[config.mk]
export PLATFORM = sky130hd
export DESIGN_NAME = clusterv_sys_arbiter
export DESIGN_NICKNAME = d
export VERILOG_FILES = /design/src/rtl/clusterv_sys_arbiter.sv
export SDC_FILE = /design/constraint.sdc
export NUM_CORES = 1
export LEC_CHECK = 0
export ABC_CLOCK_PERIOD_IN_PS = 1950
export BUFFER_PORTS_ARGS = -buffer_cell sky130_fd_sc_hd__buf_2
export CORE_AREA = 4 4 122 124
export DETAILED_ROUTE_END_ITERATION = 8
export DIE_AREA = 0 0 126 128
export GPL_TIMING_DRIVEN = 0
export PLACE_DENSITY = 0.43
export SYNTH_ARGS = -nofsm -noshare
export SYNTH_HDL_FRONTEND = slang
export SYNTH_SLANG_ARGS = --single-unit
export TNS_END_PERCENT = 10
[constraint.sdc]
create_clock -name clock -period 1.95 [get_ports clock]
set_input_delay 0.195 -clock clock [delete_from_list [all_inputs] [get_ports clock]]
set_output_delay 0.195 -clock clock [all_outputs]
set_load 0.02 [all_outputs]
[src/rtl/clusterv_sys_arbiter.sv]
// Round-robin Wishbone arbiter sharing the cluster system bus between N initiators.
// Holds a grant for the whole initiator cycle and aborts accesses the target never answers.
module clusterv_sys_arbiter #(
  parameter int N_INITIATORS = 2,
  parameter int ADR_WIDTH    = 32,
  parameter int DAT_WIDTH    = 32,
  parameter int TIMEOUT      = 255,
  localparam int SEL_WIDTH   = DAT_WIDTH / 8,
  localparam int OWN_WIDTH   = (N_INITIATORS > 2) ? $clog2(N_INITIATORS) : 1
) (
  input  logic                              clock,
  input  logic                              reset_n,
  input  logic [N_INITIATORS*ADR_WIDTH-1:0] i_adr,
  input  logic [N_INITIATORS*DAT_WIDTH-1:0] i_dat_w,
  output logic [N_INITIATORS*DAT_WIDTH-1:0] i_dat_r,
  input  logic [N_INITIATORS-1:0]           i_cyc,
  input  logic [N_INITIATORS-1:0]           i_stb,
  input  logic [N_INITIATORS-1:0]           i_we,
  input  logic [N_INITIATORS*SEL_WIDTH-1:0] i_sel,
  output logic [N_INITIATORS-1:0]           i_ack,
  output logic [N_INITIATORS-1:0]           i_err,
  output logic [ADR_WIDTH-1:0]              t_adr,
  output logic [DAT_WIDTH-1:0]              t_dat_w,
  output logic [SEL_WIDTH-1:0]              t_sel,
  output logic                              t_cyc,
  output logic                              t_stb,
  output logic                              t_we,
  input  logic [DAT_WIDTH-1:0]              t_dat_r,
  input  logic                              t_ack,
  input  logic                              t_err,
  output logic [OWN_WIDTH-1:0]              owner,
  output logic                              busy,
  output logic                              timeout_evt
);

  localparam int CNT_WIDTH = (TIMEOUT > 1) ? $clog2(TIMEOUT) : 1;

  typedef enum logic [1:0] {StIdle, StGrant, StAbort, StDrain} state_e;

  state_e                r_state;
  logic [OWN_WIDTH-1:0]  r_owner;
  logic [OWN_WIDTH-1:0]  r_last;
  logic [CNT_WIDTH-1:0]  r_wcnt;

  logic [OWN_WIDTH-1:0]  w_winner;
  logic                  w_any_req;
  logic                  w_own_cyc;
  logic                  w_stall;
  logic                  w_expire;
  int                    w_own;

  assign w_own     = int'(r_owner);
  assign w_any_req = |i_cyc;
  assign w_own_cyc = i_cyc[w_own];

  // Scan from the highest offset down so the nearest requester after r_last wins.
  always_comb begin
    w_winner = r_owner;
    for (int k = N_INITIATORS; k >= 1; k--) begin
      if (i_cyc[(int'(r_last) + k) % N_INITIATORS]) begin
        w_winner = OWN_WIDTH'((int'(r_last) + k) % N_INITIATORS);
      end
    end
  end

  // A response on the expiry cycle clears the stall, so it always beats the abort.
  assign w_stall  = (TIMEOUT != 0) && (r_state == StGrant) && i_stb[w_own] && !t_ack && !t_err;
  assign w_expire = w_stall && (r_wcnt == CNT_WIDTH'(TIMEOUT - 1));

  always_ff @(posedge clock or negedge reset_n) begin
    if (!reset_n) begin
      r_state <= StIdle;
      r_owner <= '0;
      r_last  <= OWN_WIDTH'(N_INITIATORS - 1);
      r_wcnt  <= '0;
    end else begin
      case (r_state)
        StIdle: begin
          if (w_any_req) begin
            r_owner <= w_winner;
            r_wcnt  <= '0;
            r_state <= StGrant;
          end
        end
        StGrant: begin
          if (!w_own_cyc) begin
            r_last  <= r_owner;
            r_wcnt  <= '0;
            r_state <= StIdle;
          end else if (w_expire) begin
            r_wcnt  <= '0;
            r_state <= StAbort;
          end else if (w_stall) begin
            r_wcnt  <= r_wcnt + 1'b1;
          end else begin
            r_wcnt  <= '0;
          end
        end
        StAbort: r_state <= StDrain;
        StDrain: begin
          if (!w_own_cyc) begin
            r_last  <= r_owner;
            r_state <= StIdle;
          end
        end
        default: r_state <= StIdle;
      endcase
    end
  end

  always_comb begin
    t_adr   = '0;
    t_dat_w = '0;
    t_sel   = '0;
    t_cyc   = 1'b0;
    t_stb   = 1'b0;
    t_we    = 1'b0;
    i_ack   = '0;
    i_err   = '0;
    i_dat_r = '0;
    if (r_state == StGrant) begin
      t_adr   = i_adr[w_own*ADR_WIDTH +: ADR_WIDTH];
      t_dat_w = i_dat_w[w_own*DAT_WIDTH +: DAT_WIDTH];
      t_sel   = i_sel[w_own*SEL_WIDTH +: SEL_WIDTH];
      t_cyc   = i_cyc[w_own];
      t_stb   = i_stb[w_own];
      t_we    = i_we[w_own];
      i_ack[w_own] = t_ack & ~t_err;
      i_err[w_own] = t_err;
      i_dat_r[w_own*DAT_WIDTH +: DAT_WIDTH] = t_dat_r;
    end
    if (r_state == StAbort) begin
      i_err[w_own] = 1'b1;
    end
  end

  assign owner       = r_owner;
  assign busy        = (r_state != StIdle);
  assign timeout_evt = (r_state == StAbort);

endmodule

# --- After elaboration in Yosys (flattened, before gate mapping) ---
# Index checks and enable logic that the tools add are counted.
word_totals:
  regBits: 12
  inputBits: 178
op_classes:
  add_sub_neg: 4
  magnitude_cmp: 4
  n_eq_ne: 7
  shift: 5
  mux: 36
  n_bitwise: 9
  reduce_logical: 17
op_table:
  columns: ["cell", "count"]
  rows:
  - ["$shiftx 64x7->32", 2]
  - ["$and 64x64->64", 1]
  - ["$mux 32", 2]
  - ["$mux 64", 1]
  - ["$shift 32x33->64 const A", 1]
  - ["$shiftx 32x33->64", 1]
  - ["$neg 6->33", 1]
  - ["$mux 8", 4]
  - ["$mux 1", 18]
  - ["$pmux 8 s2", 1]
  - ["$mux 2", 7]
  - ["$add 8x1->8 const B", 1]
  - ["$eq 8x8->1 const B", 1]
  - ["$pmux 2 s4", 1]
  - ["$shiftx 8x4->4", 1]
  - ["$lt 2x3->1 const B", 2]
  - ["$reduce_and 3->1", 2]
  - ["$reduce_bool 2->1", 3]
  - ["$logic_and 1x1->1", 5]
  - ["$and 2x2->2", 2]
  - ["$eq 2x2->1 const B", 2]
  - ["$mux 4", 1]
  - ["$ne 2x2->1 const B", 2]
  - ["$reduce_and 2->1", 2]
  - ["13 further kinds", 18]

# --- Longest topological paths before layout ---
depth:
  depth_word: 9
  mapped_depth: 6
  depth_no_buf: 5

# --- Least setup slack after synthesis ---
# OpenSTA, ideal clock, no wires.
synth_timing:
  path_type: "register -> output"
  startpoint: "register r_owner (netlist: owner)"
  endpoint: "output port i_ack[0]"
  arrival_time_ns: 1.494
  required_time_ns: 1.755
  path_slack_ns: 0.261
  stages_incl_launch_ff: 3
  cell_sequence: "dfrtp_1 -> clkbuf_1 -> nor4b_1"
synth_via:
  elab_chain_cells: 6
  word_cells_on_any_way: 7
  cone_classes: "2 x order compare; 3 x mux; 1 x bitwise; 1 x reduce/logical"
synth_lines:
  columns: ["element", "line_no", "source"]
  rows:
  - ["from (decl)", "41", "logic [OWN_WIDTH-1:0] r_owner;"]
  - ["from (signal assigned)", "80", "r_owner <= w_winner;"]
  - ["$lt 1x2->1 (implied by the code) or $ge 1x1->1 (tied branches)", "128", "i_ack[w_own] = t_ack & ~t_err;"]
  - ["$logic_and 1x1->1 (implied by the code)", "128", null]
  - ["$mux 1 (implied by the code)", "128", null]
  - ["$demux 1 s1 (*)", "128", null]
  - ["$and 2x2->2 (no line) (*)", null, null]
  - ["$mux 2 (*)", "121", "if (r_state == StGrant) begin"]
  - ["to (decl)", "20", "output logic [N_INITIATORS-1:0] i_ack,"]
# Mark *: on every way between the ends. The rest lies on a longest branch, timed or not.

==> metrics.log <==
INFO  metric drt-pass1-iter-count = 4
INFO  metric mappedNetlistArea = 1870 µm²
INFO  metric crit_arrival = 1.70 ns
INFO  metric timing.max_cap.violations = 0
INFO  metric first_global_vias = 3199
INFO  metric gp_congestion = 0.992
INFO  metric hold_class = in -> reg
INFO  metric net_count_after_synthesis = 419
INFO  metric area_share_of_the_largest_cell_type_after_synthesis = 32.2%
INFO  metric regArea = 303 µm²
INFO  metric global_route_wire_length_before_repair = 18.5 mm
INFO  metric cts_num_sinks = 12
INFO  metric clock_tree.htree_level_count = 1
INFO  metric ant_diodes = 0
INFO  metric netlist-cell-type-count = 36
INFO  metric cts_tree = yes
INFO  metric period_utilization_post_route = 97.3%
INFO  metric wirelength = 13.1 mm
INFO  metric finalPower = 4.62 mW
INFO  metric slew_viol_final = 0
INFO  metric flip_flop_and_latch_count_after_synthesis = 12
INFO  metric fp.coreArea = 13800 µm²
INFO  metric drt_drc_violations_left = 0
INFO  metric place.port_buffers = 319
INFO  metric cts_buffer_depth = 2
INFO  metric timing_hold_violations_final = 0
INFO  metric cell_type_with_the_highest_aggregate_area_in_the_netlist = sky130_fd_sc_hd__a22o_1
INFO  metric sequence_of_cells_on_the_critical_path = buf_6 -> nand2b_4 -> nor2_4 -> buf_8 -> buf_6 -> a22o_1 -> buf_4
INFO  metric syn_to_final_growth = 115%
INFO  metric worst_path_max_delay_cell = sky130_fd_sc_hd__dfrtp_1
INFO  metric most_common_cell_after_layout_fill_and_taps_aside = sky130_fd_sc_hd__buf_2
INFO  metric finish.cell_count_without_fillers = 745
INFO  metric dpl_worst_slack = -0.103 ns
INFO  metric worstSetupStartpointType = register
INFO  metric clock_skew = 0.00135 ns
INFO  metric route.vias.total = 3230
INFO  metric least_margin_pin_slew = 0.504 ns
INFO  metric post_synth_main_area_contributors = sky130_fd_sc_hd__a22o_1, sky130_fd_sc_hd__dfrtp_1, sky130_fd_sc_hd__and2_1
INFO  metric final_util = 29.3%
INFO  metric setup_viol = 0
INFO  metric worst_path_required = 1.75 ns
INFO  metric layout-drive-gt1-share = 63.9%
INFO  metric tritoncts.num_buffers = 3
INFO  metric multi_input_area = 1440 µm²
INFO  metric mostFrequentLayoutCells = sky130_fd_sc_hd__buf_2, sky130_fd_sc_hd__a22o_1, sky130_fd_sc_hd__buf_4, sky130_fd_sc_hd__and3_1, sky130_fd_sc_hd__and2_1
INFO  metric grt_antenna_before_repair = 0
INFO  metric dp_hpwl = 11.3 mm
INFO  metric grt_start_max_net_pins = 13
INFO  metric grt_util_all_layers = 14.2%
INFO  metric leakage_power = 2.44 nW
INFO  metric fillerInstances = 1578
INFO  metric avgViaCountPerCell = 4.34
INFO  metric root_buffer = sky130_fd_sc_hd__clkbuf_16
INFO  metric run_status = finished, final reports clean
INFO  metric synth_sequential_area_ratio = 16.1%
INFO  metric cts.reportedPaths.clkPinSlew = 0.04 ns
INFO  metric layout_min_cycle_time = 1.90 ns
INFO  metric wl_per_cell = 17.5 µm
INFO  metric yosysWarnings = 0
INFO  metric syn_inst = 239
INFO  metric critPathCaptureType = output pin
INFO  metric max-slew-margin-rel = 65.4%
INFO  metric worstSkewPairLatency = 0.24 ns
INFO  metric syn_area_per_cell = 7.84 µm²
INFO  metric timing.final.ws_setup = 0.0530 ns
INFO  metric dp.cells = 738
INFO  metric chipWidth = 126 µm
INFO  metric detail_route.iter0.violations = 100
INFO  metric die_height = 128 µm
INFO  metric number_of_antenna_violating_nets_in_the_routed_design = 0
INFO  metric max_stage_delay = 0.36 ns
INFO  metric io_pins = 320
INFO  metric power.density_cell_area = 1150 nW/µm²
INFO  metric fin_nets = 746
INFO  metric fp.dieArea = 16100 µm²
INFO  metric max-vdd-ir-drop = 0.000551 V
INFO  metric grt-ovfl-total = 0
INFO  metric setup_tns = 0 ns
INFO  metric rows = 43
INFO  metric worst-path-max-fanout = 10
INFO  metric start_util = 13.6%
INFO  metric grt_setup_unrepaired = true
INFO  metric setup.worst_path.class = reg -> out
INFO  metric max_freq = 527 MHz
INFO  metric worst_path_most_repeated_cell = sky130_fd_sc_hd__buf_6
## critical path: cells and delay by family (launching register included)
| kind | cells | cell delay [ns] |
|---|---|---|
| buffers and inverters | 4 | 0.61 |
| flip-flops | 1 | 0.36 |
| AND/OR/NAND/NOR | 2 | 0.31 |
| AO/OA/AOI/OAI | 1 | 0.17 |
## routing by layer
layer	wire length (µm)	GRT usage, %	share of wire (%)
met1	5380	18.3	41
met4	164	2.90	1.3
met5	0	0	0
met2	6590	24.9	51
met3	916	2.63	7.0
## power by group
| part | total [mW] | internal (mW) | leakage (nW) | switching [mW] |
|---|---|---|---|---|
| Combinational | 3.88 | 1.59 | 2.24 | 2.29 |
| Clock | 0.417 | 0.310 | 0.0442 | 0.108 |
| Sequential | 0.321 | 0.284 | 0.158 | 0.0372 |
## flip-flops by register name, summed over array words and instances, names as in the netlist, named ones only
| name | flops |
|---|---|
| r_last | 1 |
| r_state | 1 |
| owner | 1 |
| r_wcnt | 8 |
## Yosys cell counts
master / n
sky130_fd_sc_hd__nor2b_1: 2
sky130_fd_sc_hd__clkbuf_2: 1
sky130_fd_sc_hd__clkbuf_1: 9
sky130_fd_sc_hd__nor2_1: 14
sky130_fd_sc_hd__o21ai_0: 2
sky130_fd_sc_hd__o2bb2ai_1: 1
sky130_fd_sc_hd__nand4_1: 1
sky130_fd_sc_hd__ha_1: 2
sky130_fd_sc_hd__dfstp_2: 1
sky130_fd_sc_hd__dfrtp_1: 11
sky130_fd_sc_hd__nor4b_4: 1
sky130_fd_sc_hd__and4_1: 1
sky130_fd_sc_hd__a21oi_1: 5
sky130_fd_sc_hd__nand2b_4: 1
sky130_fd_sc_hd__buf_2: 17
sky130_fd_sc_hd__a2bb2oi_1: 1
sky130_fd_sc_hd__nand4b_1: 2
sky130_fd_sc_hd__nor4b_1: 2
sky130_fd_sc_hd__and3_1: 32
sky130_fd_sc_hd__and2_1: 33
sky130_fd_sc_hd__a22o_1: 69
sky130_fd_sc_hd__and3b_1: 1
sky130_fd_sc_hd__nor2b_4: 1
sky130_fd_sc_hd__inv_1: 3
sky130_fd_sc_hd__mux2i_1: 2
sky130_fd_sc_hd__nor3_1: 4
sky130_fd_sc_hd__a31oi_1: 1
sky130_fd_sc_hd__a22oi_1: 1
sky130_fd_sc_hd__nand2b_1: 3
sky130_fd_sc_hd__nor3_2: 1
sky130_fd_sc_hd__nand2_1: 5
sky130_fd_sc_hd__or2_2: 1
sky130_fd_sc_hd__buf_4: 1
sky130_fd_sc_hd__xnor2_1: 5
sky130_fd_sc_hd__a211oi_1: 1
sky130_fd_sc_hd__nor3b_1: 1
## final timing paths
path	start	end	slack (ns)	depth (start not counted)
max	register	t_dat_w[18]	0.05	7
max in group asynchronous	reset_n	r_last	1.31	2
max reg2reg	owner	r_wcnt[7]	0.23	4
min	i_cyc[0]	owner	0.20	2
min reg2reg	r_last	r_last	0.53	2
min in group asynchronous	reset_n	r_wcnt[5]	0.37	2
## layout make-up
| cell class | instances | share of cell area (%) |
|---|---|---|
| well taps | 180 | 5.58 |
| repair buffers | 323 | 42.7 |
| clock buffers | 4 | 2.20 |
| multi-input cells | 196 | 35.7 |
| flip-flops and latches | 12 | 7.51 |
| inverters | 3 | 0.279 |
| plain buffers | 27 | 6.02 |
## through the flow
step | hold slack, ns | area [µm²]
floorplan | -0.101 | 1870
global placement | 0.0886 | 3700
detailed placement | 0.0903 | 3700
CTS | 0.199 | 3950
global route | 0.243 | 4030
finish | 0.203 | 4030
## cell families (layout without fill, tap and decap cells)
group	after synthesis	count (layout)	synth area share [%]
adders and majority gates	2	2	1.33
AOI/OAI and AO/OA	81	81	36.2
DFF	12	12	16.1
and+or+nand+nor	106	106	35.4
xor gates and xnor gates	5	5	2.34
buffers and inverters	31	357	7.61
muxes	2	2	1.07
## repair_timing
| action | 4_1_cts | 5_1_grt |
|---|---|---|
| endpoints found under the setup margin | 123 | 114 |
| gates cloned | 1 | 0 |
| hold buffers | 1 | 0 |
| pin swaps | 2 | 3 |
| resized for setup | 52 | 41 |
| buffers inserted | 2 | 0 |
| endpoints found under the hold margin | 11 | 0 |
Power figures use the tool's default switching activity.
